[config.mk]
export PLATFORM = sky130hd
export DESIGN_NAME = addsub_arbiter
export DESIGN_NICKNAME = d
export VERILOG_FILES = /design/src/rtl/addsub_arb_pkg.sv /design/src/rtl/addsub_unit.sv /design/src/rtl/addsub_arbiter.sv
export SDC_FILE = /design/constraint.sdc
export NUM_CORES = 1
export LEC_CHECK = 0
export ABC_AREA = 1
export CORE_UTILIZATION = 44
export CTS_CLUSTER_DIAMETER = 40
export DETAILED_ROUTE_END_ITERATION = 8
export PLACE_DENSITY = 0.87
export SYNTH_ARGS = -nofsm -noshare
export SYNTH_HDL_FRONTEND = slang
export SYNTH_SLANG_ARGS = --single-unit
[constraint.sdc]
create_clock -name clk -period 9.4 [get_ports clk]
set_input_delay 1.41 -clock clk [delete_from_list [all_inputs] [get_ports clk]]
set_output_delay 1.41 -clock clk [all_outputs]
set_load 0.01 [all_outputs]
[src/rtl/addsub_arb_pkg.sv]
// Shared types and constants for the round-robin add/subtract arbiter.
// Imported by addsub_unit and addsub_arbiter.
package addsub_arb_pkg;

    localparam int DEFAULT_N_REQ = 4;
    localparam int DEFAULT_WIDTH = 16;

    localparam logic OP_ADD = 1'b0;
    localparam logic OP_SUB = 1'b1;

    typedef enum logic [1:0] {
        IDLE = 2'd0,
        EXEC = 2'd1,
        RESP = 2'd2
    } state_t;

endpackage

[src/rtl/addsub_unit.sv]
// Combinational WIDTH-bit add/subtract built from generate/propagate terms.
// Subtract is A + ~B + 1, so carry = 1 means no borrow.
module addsub_unit
    import addsub_arb_pkg::*;
#(
    parameter int WIDTH = DEFAULT_WIDTH
) (
    input  logic [WIDTH-1:0] a,
    input  logic [WIDTH-1:0] b,
    input  logic             op,
    output logic [WIDTH-1:0] sum,
    output logic             carry,
    output logic             ovf
);

    logic [WIDTH-1:0] b_eff;
    logic [WIDTH-1:0] gen;
    logic [WIDTH-1:0] prop;
    logic [WIDTH:0]   cy;

    always_comb begin
        b_eff = (op == OP_ADD) ? b : ~b;
        gen   = a & b_eff;
        prop  = a ^ b_eff;
        cy[0] = (op == OP_SUB);
        // Lookahead recurrence; synthesis flattens it into the adder's carry tree.
        for (int i = 0; i < WIDTH; i++) begin
            cy[i+1] = gen[i] | (prop[i] & cy[i]);
        end
        sum   = prop ^ cy[WIDTH-1:0];
        carry = cy[WIDTH];
        ovf   = (a[WIDTH-1] == b_eff[WIDTH-1]) && (sum[WIDTH-1] != a[WIDTH-1]);
    end

endmodule

[src/rtl/addsub_arbiter.sv]
// Round-robin arbiter sharing one addsub_unit among N_REQ requesters.
// Define ADDSUB_ARB_OVF_EN to add the rsp_ovf port and its overflow register.
module addsub_arbiter
    import addsub_arb_pkg::*;
#(
    parameter int N_REQ = DEFAULT_N_REQ,
    parameter int WIDTH = DEFAULT_WIDTH,
    parameter int ID_W  = $clog2(N_REQ)
) (
    input  logic                   clk,
    input  logic                   rst_n,
    input  logic [N_REQ-1:0]       req_valid,
    output logic [N_REQ-1:0]       req_ready,
    input  logic [N_REQ*WIDTH-1:0] req_a,
    input  logic [N_REQ*WIDTH-1:0] req_b,
    input  logic [N_REQ-1:0]       req_op,
    output logic                   rsp_valid,
    input  logic                   rsp_ready,
    output logic [ID_W-1:0]        rsp_id,
    output logic [WIDTH-1:0]       rsp_sum,
    output logic                   rsp_carry
`ifdef ADDSUB_ARB_OVF_EN
   ,output logic                   rsp_ovf
`endif
);

    localparam logic [ID_W:0]   N_REQ_W = (ID_W+1)'(N_REQ);
    localparam logic [ID_W-1:0] LAST_ID = ID_W'(N_REQ-1);

    state_t            state_q, state_d;
    logic [ID_W-1:0]   ptr_q, ptr_d;
    logic [ID_W-1:0]   id_q, id_d;
    logic [WIDTH-1:0]  a_q, a_d;
    logic [WIDTH-1:0]  b_q, b_d;
    logic              op_q, op_d;
    logic [WIDTH-1:0]  sum_q, sum_d;
    logic              carry_q, carry_d;

    logic [N_REQ-1:0]  req_rot;
    logic [N_REQ-1:0]  rot_hi_unused;
    logic              any_req;
    logic [ID_W-1:0]   grant_off;
    logic [ID_W:0]     grant_sum;
    logic [ID_W-1:0]   grant_id;
    logic [WIDTH-1:0]  a_sel;
    logic [WIDTH-1:0]  b_sel;
    logic              op_sel;

    logic [WIDTH-1:0]  unit_sum;
    logic              unit_carry;
`ifdef ADDSUB_ARB_OVF_EN
    logic              ovf_q, ovf_d;
    logic              unit_ovf;
`else
    logic              ovf_unused;
`endif

    addsub_unit #(.WIDTH(WIDTH)) u_addsub (
        .a     (a_q),
        .b     (b_q),
        .op    (op_q),
        .sum   (unit_sum),
        .carry (unit_carry),
`ifdef ADDSUB_ARB_OVF_EN
        .ovf   (unit_ovf)
`else
        .ovf   (ovf_unused)
`endif
    );

    // Rotate so bit 0 is the requester at ptr; the lowest set bit wins.
    always_comb begin
        {rot_hi_unused, req_rot} = {req_valid, req_valid} >> ptr_q;
        any_req   = |req_valid;
        grant_off = '0;
        for (int k = N_REQ - 1; k >= 0; k--) begin
            if (req_rot[k]) grant_off = ID_W'(k);
        end
        grant_sum = {1'b0, ptr_q} + {1'b0, grant_off};
        grant_id  = (grant_sum >= N_REQ_W) ? ID_W'(grant_sum - N_REQ_W) : grant_sum[ID_W-1:0];

        a_sel  = '0;
        b_sel  = '0;
        op_sel = OP_ADD;
        for (int k = 0; k < N_REQ; k++) begin
            if (grant_id == ID_W'(k)) begin
                a_sel  = req_a[k*WIDTH +: WIDTH];
                b_sel  = req_b[k*WIDTH +: WIDTH];
                op_sel = req_op[k];
            end
        end
    end

    // NOTE: every output of this block gets a default first, so no path leaves a latch.
    always_comb begin
        state_d   = state_q;
        ptr_d     = ptr_q;
        id_d      = id_q;
        a_d       = a_q;
        b_d       = b_q;
        op_d      = op_q;
        sum_d     = sum_q;
        carry_d   = carry_q;
`ifdef ADDSUB_ARB_OVF_EN
        ovf_d     = ovf_q;
`endif
        req_ready = '0;

        case (state_q)
            IDLE: begin
                // Gated by rst_n so the strobe drops the moment reset asserts.
                if (any_req && rst_n) begin
                    for (int k = 0; k < N_REQ; k++) begin
                        req_ready[k] = (grant_id == ID_W'(k));
                    end
                end
                if (any_req) begin
                    id_d    = grant_id;
                    a_d     = a_sel;
                    b_d     = b_sel;
                    op_d    = op_sel;
                    state_d = EXEC;
                end
            end
            EXEC: begin
                sum_d   = unit_sum;
                carry_d = unit_carry;
`ifdef ADDSUB_ARB_OVF_EN
                ovf_d   = unit_ovf;
`endif
                state_d = RESP;
            end
            RESP: begin
                if (rsp_ready) begin
                    ptr_d   = (id_q == LAST_ID) ? '0 : id_q + 1'b1;
                    state_d = IDLE;
                end
            end
            default: state_d = IDLE;
        endcase
    end

    // NOTE: state is updated with non-blocking assignments so all flops sample together.
    always_ff @(posedge clk or negedge rst_n) begin
        if (!rst_n) begin
            state_q <= IDLE;
            ptr_q   <= '0;
            id_q    <= '0;
            a_q     <= '0;
            b_q     <= '0;
            op_q    <= OP_ADD;
            sum_q   <= '0;
            carry_q <= 1'b0;
`ifdef ADDSUB_ARB_OVF_EN
            ovf_q   <= 1'b0;
`endif
        end else begin
            state_q <= state_d;
            ptr_q   <= ptr_d;
            id_q    <= id_d;
            a_q     <= a_d;
            b_q     <= b_d;
            op_q    <= op_d;
            sum_q   <= sum_d;
            carry_q <= carry_d;
`ifdef ADDSUB_ARB_OVF_EN
            ovf_q   <= ovf_d;
`endif
        end
    end

    assign rsp_valid = (state_q == RESP);
    assign rsp_id    = id_q;
    assign rsp_sum   = sum_q;
    assign rsp_carry = carry_q;
`ifdef ADDSUB_ARB_OVF_EN
    assign rsp_ovf   = ovf_q;
`endif

endmodule

==> summary.txt, run 1 <==
Outcome
  – Failing checks: design-rule violations
  – Status: finished, violations left

Placement
  – RD Place Congestion: 0.932
  – IO Port Bufs: 162
  – Final HPWL DP: 9.23 mm
  – Area after DPL: roughly 0.0056 sq mm

Pwr
  – Switching share of power: 0.550
  – Net Switching: 1.34 mW
  – Pwr/cell area: 426 mW/mm^2
  – Internal: approximately 1.1 mW
  – Comb pwr share: 0.748
  – Clk pwr share: 0.066
  – Leakage: 2.61 nW
  – VDD IR max: 0.351 mV
  – Reg power frac: 0.186

CTS
  – CTS tree: built
  – Post-CTS setup repair buffer count: 0
  – Clock Sinks: 56
  – Clock Tree Buf Depth: 2
  – CTS Hold Buffers Added: 0
  – Resize count post-CTS: 0
  – Clock root buffer: clkbuf_8
  – Skew-Pair Late Insertion Delay: 310 ps
  – CTS clk-pin slew, worst paths: 100 ps
  – Inserted Clock Buffers: 5
  – H-tree Lvls: 2

Synth
  – Yosys warnings: 0
  – Mux share of post-synthesis cell area: 0
  – Synth unique cells: 28
  – Synthesized area per cell: about 7.4 sq um
  – Post-Syn Area: 0.00406 sq mm
  – Syn Inst Count: 547
  – Share of the yosys chip area belonging to registers: 0.345
  – Adder-Cell Fraction of Synth Area: 0.0802
  – Top cell type's share of synthesized area: 0.345
  – Post-synthesis compound-gate area fraction: 0.0694
  – Post-synthesis simple-gate area fraction: 0.357
  – Yosys top cell by area: dfrtp_1
  – Flops & latches, synth: 56
  – Largest family of logic cells by synthesized area: simple AND/OR/NAND/NOR gates
  – Synth Area in XOR/XNOR: 0.0345
  – Net Count, Synth: 703
  – Top cells by area, synth: dfrtp_1 35%, nand4_1 15%, nand2_1 13%, fa_1 7.4%, nand3_1 5.2%

Cells and area
  – Final instance area: 0.00573 sq mm
  – Commonest non-fill, non-tap cells in the layout: 161 x clkdlybuf4s50_1, 141 x nand2_1, 99 x nand4_1
  – Area of the multi-input gates: 0.00220 sq mm
  – Fin nets: ~830
  – FILL cells: 719
  – Most common cell after layout, fill and taps aside: clkdlybuf4s50_1
  – Layout Area Growth over Synthesis: 41.2%
  – Share of cells above drive strength 1: 0.0370
  – Antenna Cells: 0
  – Register area: 0.00140 sq mm

Floorplan
  – Die X-Extent: 98.0 um
  – # rows: 34
  – Die ar.: 0.00961 sq mm
  – IO Count: ~160
  – Core area: 0.00881 sq mm
  – Die height: roughly 98 um
  – Initial core utilization: 0.461

Setup path
  – Setup crit end kind: flop
  – CP Launch Point: b_q[0]$_DFFE_PN0P_
  – Kind of critical path: flop to flop
  – Critical Path Fanout Max: 3
  – Req. time, crit path: between 9000 and 10000 ps
  – Register-to-Register Path Depth: 21
  – Critical R2R Launch: b_q[0]$_DFFE_PN0P_
  – Arr. time, crit path: 7690 ps
  – Setup slack, reg-to-reg: approximately 1900 ps
  – Crit path launch type: flop
  – Worst reg2reg path endpoint: rsp_sum[15]$_DFFE_PN0N_

Timing
  – Clock skew: 10.5 ps
  – Max-slew violations: 0
  – Fmax: roughly 130 MHz
  – Post-Route Setup TNS: 0 ps
  – Slew headroom: 0.231
  – Period utilisation layout: 0.797
  – Slew @ Worst Pin: 1150 ps
  – Final min period: 7490 ps
  – RSZ-0062 raised after global routing: false
  – Final hold violations: 0
  – # setup viols final: 0
  – Hold_ws: 488 ps

Routing
  – Post-DRT Antenna Nets: 0
  – Via density: 5.53
  – Drt initial violations: 359
  – DRT Pass-1 Iters: 7
  – Detailed-route DRC error count: 5
  – Via count: 4339
  – Wirelength, routed: around 12 mm
  – Drt wl/cell: 15.4 um

Run
  – Max Cap Viol: 0

Global routing
  – Pin count of the biggest net entering global routing: 69
  – GRT Util Overall: 0.252
  – First-pass GRT wire length: between 15 and 20 mm
  – Grt ovf: 0
  – Number of global-route vias before repair: 4018
  – Initial antenna violation count: 0

Min path
  – Hold Path Depth: 2
  – Worst hold start: a_q[6]$_DFFE_PN0P_
  – Hold WC Path Type: flop to flop
  – Hold Path End: a_q[6]$_DFFE_PN0P_
==> worst max-delay path: stages, from the launching register on <==
cell,delay (ps)
dfrtp_1,420
inv_1,80
or2_2,110
o21ai_0,100
fa_1,430
fa_1,450
fa_1,440
fa_1,430
fa_1,420
fa_1,430
fa_1,420
fa_1,430
fa_1,430
fa_1,430
fa_1,460
fa_1,450
fa_1,430
fa_1,400
inv_1,80
fa_1,400
nand2_1,70
nand2_1,50
==> per-layer routing <==
metal | vias up | part of all wire | track usage
met3 | 15 | 0.070 | 0.0336
met1 | 2029 | 0.43 | 0.342
met2 | 185 | 0.49 | 0.434
li1 | 2110 | - | -
met5 | - | 0 | 0
met4 | 0 | 0.011 | 0.0455
==> power by group through the flow <==
stage	combinational, mW	clock (mW)	sequential (mW)
floorplan	1.36	0	0.455
global placement	1.74	0	0.453
detailed placement	1.81	0	0.458
CTS	1.81	0.161	0.454
global route	2.03	0.174	0.469
finish	1.83	0.161	0.454
==> worst max-delay path by stage <==
| stage | endpoint |
|---|---|
| floorplan | rsp_sum[15]$_DFFE_PN0N_ |
| CTS | rsp_sum[15]$_DFFE_PN0N_ |
| global route | rsp_sum[15]$_DFFE_PN0N_ |
| detailed placement | rsp_sum[15]$_DFFE_PN0N_ |
| global placement | rsp_sum[15]$_DFFE_PN0N_ |
| finish | rsp_sum[15]$_DFFE_PN0N_ |
==> state kept, by name, indices dropped and copies added, names as in the netlist <==
register,flops
ptr_q,2
rsp_carry,1
op_q,1
a_q,16
state_q,2
b_q,16
rsp_id,2
rsp_sum,16
==> Yosys cell counts <==
cell	instances
nand2_1	141
xnor2_1	15
buf_6	4
a21oi_1	1
o21ai_1	16
buf_2	17
nand3_2	1
buf_4	3
a31oi_1	1
nand3_1	42
dfrtp_1	56
inv_2	5
clkbuf_1	21
fa_1	15
inv_1	55
nor4_1	1
nand2_4	2
or2_2	1
nand4_1	99
a21boi_0	1
nor2_1	6
nand2_2	1
o21ai_0	35
nor3_1	3
ha_1	2
buf_1	1
xor2_1	1
o31ai_1	1
==> cells by family after synthesis <==
group           after synthesis
flops                        56
compound gates               55
xor+xnor                     16
buf+inv                     106
simple gates                297
fa+ha+maj                    17
==> through the flow <==
step | worst slack (ps) | cells | util | total power, mW
6_report | 1910 | 784 | 0.650 | 2.44
5_1_grt | 1590 | 784 | 0.650 | 2.67
4_1_cts | 1860 | 784 | 0.650 | 2.43
3_5_place_dp | 1890 | 776 | 0.637 | 2.26
3_3_place_gp | 2030 | 776 | 0.637 | 2.19
2_1_floorplan | 1710 | 547 | - | 1.82
==> layout make-up <==
cell class              instances  area share
clock buffers                   5      0.0120
clock inverters                 3     0.00808
inverters                      60      0.0393
multi-input cells             385       0.384
flip-flops and latches         56       0.245
well taps                     108      0.0236
repair buffers                167       0.289
(Power assumes the default switching activity.)
==> run 2: changes to the inputs <==
- clock period: 9.4 -> 7.18 ns (I/O delays scaled with it)
==> run 2 against run 1 <==
Net effect: the run still ends with design-rule violations left; design area grew 0.48%; routed wire length rose by 4.5%; maximum frequency is 7.2% higher; via count up 2.2%; global-route usage up 1.1 points; sequential cell count is the same; critical path depth unchanged; sequential share of layout area fell by 0.12 points; clock skew is 7.3 ps higher; cell count increased by 0.38%; first-iteration DRC count is 12% lower; largest cell class unchanged; largest power group unchanged.
==> summary.txt, run 2 (synthesis results as in run 1) <==
Outcome
  – Status: finished, violations left
  – Failing checks: design-rule violations

Cells and area
  – Most common cell after layout, fill and taps aside: clkdlybuf4s50_1
  – Share of cells above drive strength 1: 0.0574 (+0.0205)
  – Antenna Cells: 0 (unchanged)
  – Commonest non-fill, non-tap cells in the layout: 161 x clkdlybuf4s50_1, 141 x nand2_1, 99 x nand4_1
  – Final instance area: 0.00576 sq mm (+0.48%)
  – Layout Area Growth over Synthesis: 41.9%
  – Fin nets: 834 (+0.36%)
  – FILL cells: 695 (-3.3%)

Setup path
  – Req. time, crit path: 7390 ps (-2210 ps)
  – Crit path launch type: flop
  – Setup slack, reg-to-reg: 200 ps (-1710 ps)
  – Critical R2R Launch: b_q[0]$_DFFE_PN0P_
  – Register-to-Register Path Depth: 21 (unchanged)
  – Critical Path Fanout Max: 2 (-1)
  – Worst reg2reg path endpoint: rsp_sum[15]$_DFFE_PN0N_
  – Setup crit end kind: flop
  – Arr. time, crit path: 7200 ps (-490 ps)
  – Kind of critical path: flop to flop

Global routing
  – Pin count of the biggest net entering global routing: 68 (-1.4%)
  – Initial antenna violation count: 0 (unchanged)
  – First-pass GRT wire length: 19.9 mm (+3.3%)
  – Grt ovf: 0 (unchanged)
  – Number of global-route vias before repair: 4192 (+4.3%)
  – GRT Util Overall: 0.262 (+0.0106)

Timing
  – Final hold violations: 0 (unchanged)
  – Slew headroom: 0.514 (+0.284)
  – # setup viols final: 0 (unchanged)
  – Final setup margin: 195 ps (-1710 ps)
  – Final min period: 6980 ps (-506 ps)
  – Max-slew violations: 0 (unchanged)
  – Slew @ Worst Pin: 728 ps (-423 ps)
  – Clock skew: 17.8 ps (+7.26 ps)
  – Fmax: 143 MHz (+7.2%)
  – Period utilisation layout: 0.973 (+0.176)

CTS
  – Skew-Pair Late Insertion Delay: 330 ps (+20 ps)
  – Inserted Clock Buffers: 5 (unchanged)
  – CTS tree: built
  – Clock Tree Buf Depth: 2 (unchanged)
  – Clock Sinks: 56 (unchanged)
  – CTS clk-pin slew, worst paths: 110 ps (about the same)
  – H-tree Lvls: 2 (unchanged)
  – Clock root buffer: clkbuf_8
  – Post-CTS setup repair buffer count: 0 (unchanged)
  – CTS Hold Buffers Added: 0 (unchanged)

Floorplan
  – Die height: 98.0 um (unchanged)
  – # rows: 34 (unchanged)
  – Initial core utilization: 0.461 (unchanged)
  – Die X-Extent: 98.0 um (unchanged)
  – Core area: 0.00881 sq mm (unchanged)
  – Die ar.: 0.00961 sq mm (unchanged)
  – IO Count: 163 (unchanged)

Placement
  – Placement Setup Slack: -143 ps (-2030 ps)
  – Final HPWL DP: 9.47 mm (+2.6%)
  – RD Place Congestion: 0.878 (-5.8%)
  – IO Port Bufs: 162 (unchanged)
  – Area after DPL: 0.00565 sq mm (+0.58%)

Routing
  – DRT Pass-1 Iters: 7 (unchanged)
  – Drt wl/cell: 16.1 um (+4.1%)
  – Via count: 4434 (+2.2%)
  – Post-DRT Antenna Nets: 0 (unchanged)
  – Detailed-route DRC error count: 6 (+1)
  – Wirelength, routed: 12.7 mm (+4.5%)
  – Via density: 5.63 (+1.8%)
  – Drt initial violations: 317 (-12%)

Min path
  – Hold Path Depth: 2 (unchanged)
  – Hold Path End: rsp_sum[15]$_DFFE_PN0N_
  – Hold WC Path Type: flop to flop
  – Worst hold start: rsp_sum[15]$_DFFE_PN0N_

Pwr
  – VDD IR max: 0.397 mV (+13%)
  – Leakage: 2.60 nW (-0.20%)
  – Pwr/cell area: 570 mW/mm^2 (+34%)

Run
  – Max Cap Viol: 0 (unchanged)
[run 2: power breakdown]
| group | switching, mW | leakage (nW) | internal, mW | total (mW) |
|---|---|---|---|---|
| Sequential | 0.108 | 0.691 | 0.486 | 0.594 |
| Clock | 0.108 | 0.0404 | 0.0693 | 0.178 |
| Combinational | 1.61 | 1.87 | 0.901 | 2.51 |
[run 2: repair_timing]
item / CTS / global route
endpoints found under the setup margin: 1 / 1
pin swaps: 0 / 0
hold endpoints to repair: 0 / 0
gates cloned: 0 / 0
resized for setup: 4 / 3
[run 2: metrics by stage]
stage	power (mW)	instances	hold slack [ps]	utilization	TNS, ps
final	3.28	787	486	0.654	0
after global routing	3.59	787	515	0.654	-0.167
after CTS	3.22	787	490	0.653	0
after detailed placement	3.03	779	465	0.641	-143
after global placement	2.90	779	466	0.641	0
after floorplan	2.40	547	449	-	0
[run 2: area by class of cell]
class	count	area, sq um	area share
inverters	60	225	0.0391
well taps	108	135	0.0235
clock buffers	5	68.8	0.0120
multi-input cells	385	2220	0.387
clock inverters	3	23.8	0.00413
repair buffers	170	1680	0.291
flip-flops and latches	56	1400	0.243
[run 2: worst max-delay path: stages, from the launching register on]
cell     delay [ps]
dfrtp_1         390
inv_1            70
or2_2           110
o21ai_0         120
fa_2            390
fa_2            380
fa_2            390
fa_2            380
fa_2            380
fa_1            430
fa_2            400
fa_2            380
fa_2            380
fa_2            380
fa_2            410
fa_1            450
fa_2            390
fa_1            400
inv_1            90
fa_1            410
nand2_1          80
nand2_1          50
[run 2: routing by layer]
metal | global-route usage | vias to the layer above | share of wire
li1 | - | 2111 | -
met1 | 0.337 | 2062 | 0.41
met2 | 0.430 | 221 | 0.48
met3 | 0.0422 | 40 | 0.075
met4 | 0.131 | 0 | 0.041
met5 | 0 | - | 0
[run 2: worst max path at each step]
stage	endpoint	slack [ps]	startpoint	depth (start not counted)
2_1_floorplan	rsp_sum[15]$_DFFE_PN0N_	40	op_q$_DFFE_PN0P_	21
3_3_place_gp	rsp_sum[15]$_DFFE_PN0N_	30	b_q[0]$_DFFE_PN0P_	21
3_5_place_dp	rsp_sum[15]$_DFFE_PN0N_	-140	b_q[0]$_DFFE_PN0P_	21
4_1_cts	rsp_sum[15]$_DFFE_PN0N_	60	b_q[0]$_DFFE_PN0P_	21
5_1_grt	rsp_sum[15]$_DFFE_PN0N_	-0.2	b_q[0]$_DFFE_PN0P_	21
6_report	rsp_sum[15]$_DFFE_PN0N_	200	b_q[0]$_DFFE_PN0P_	21
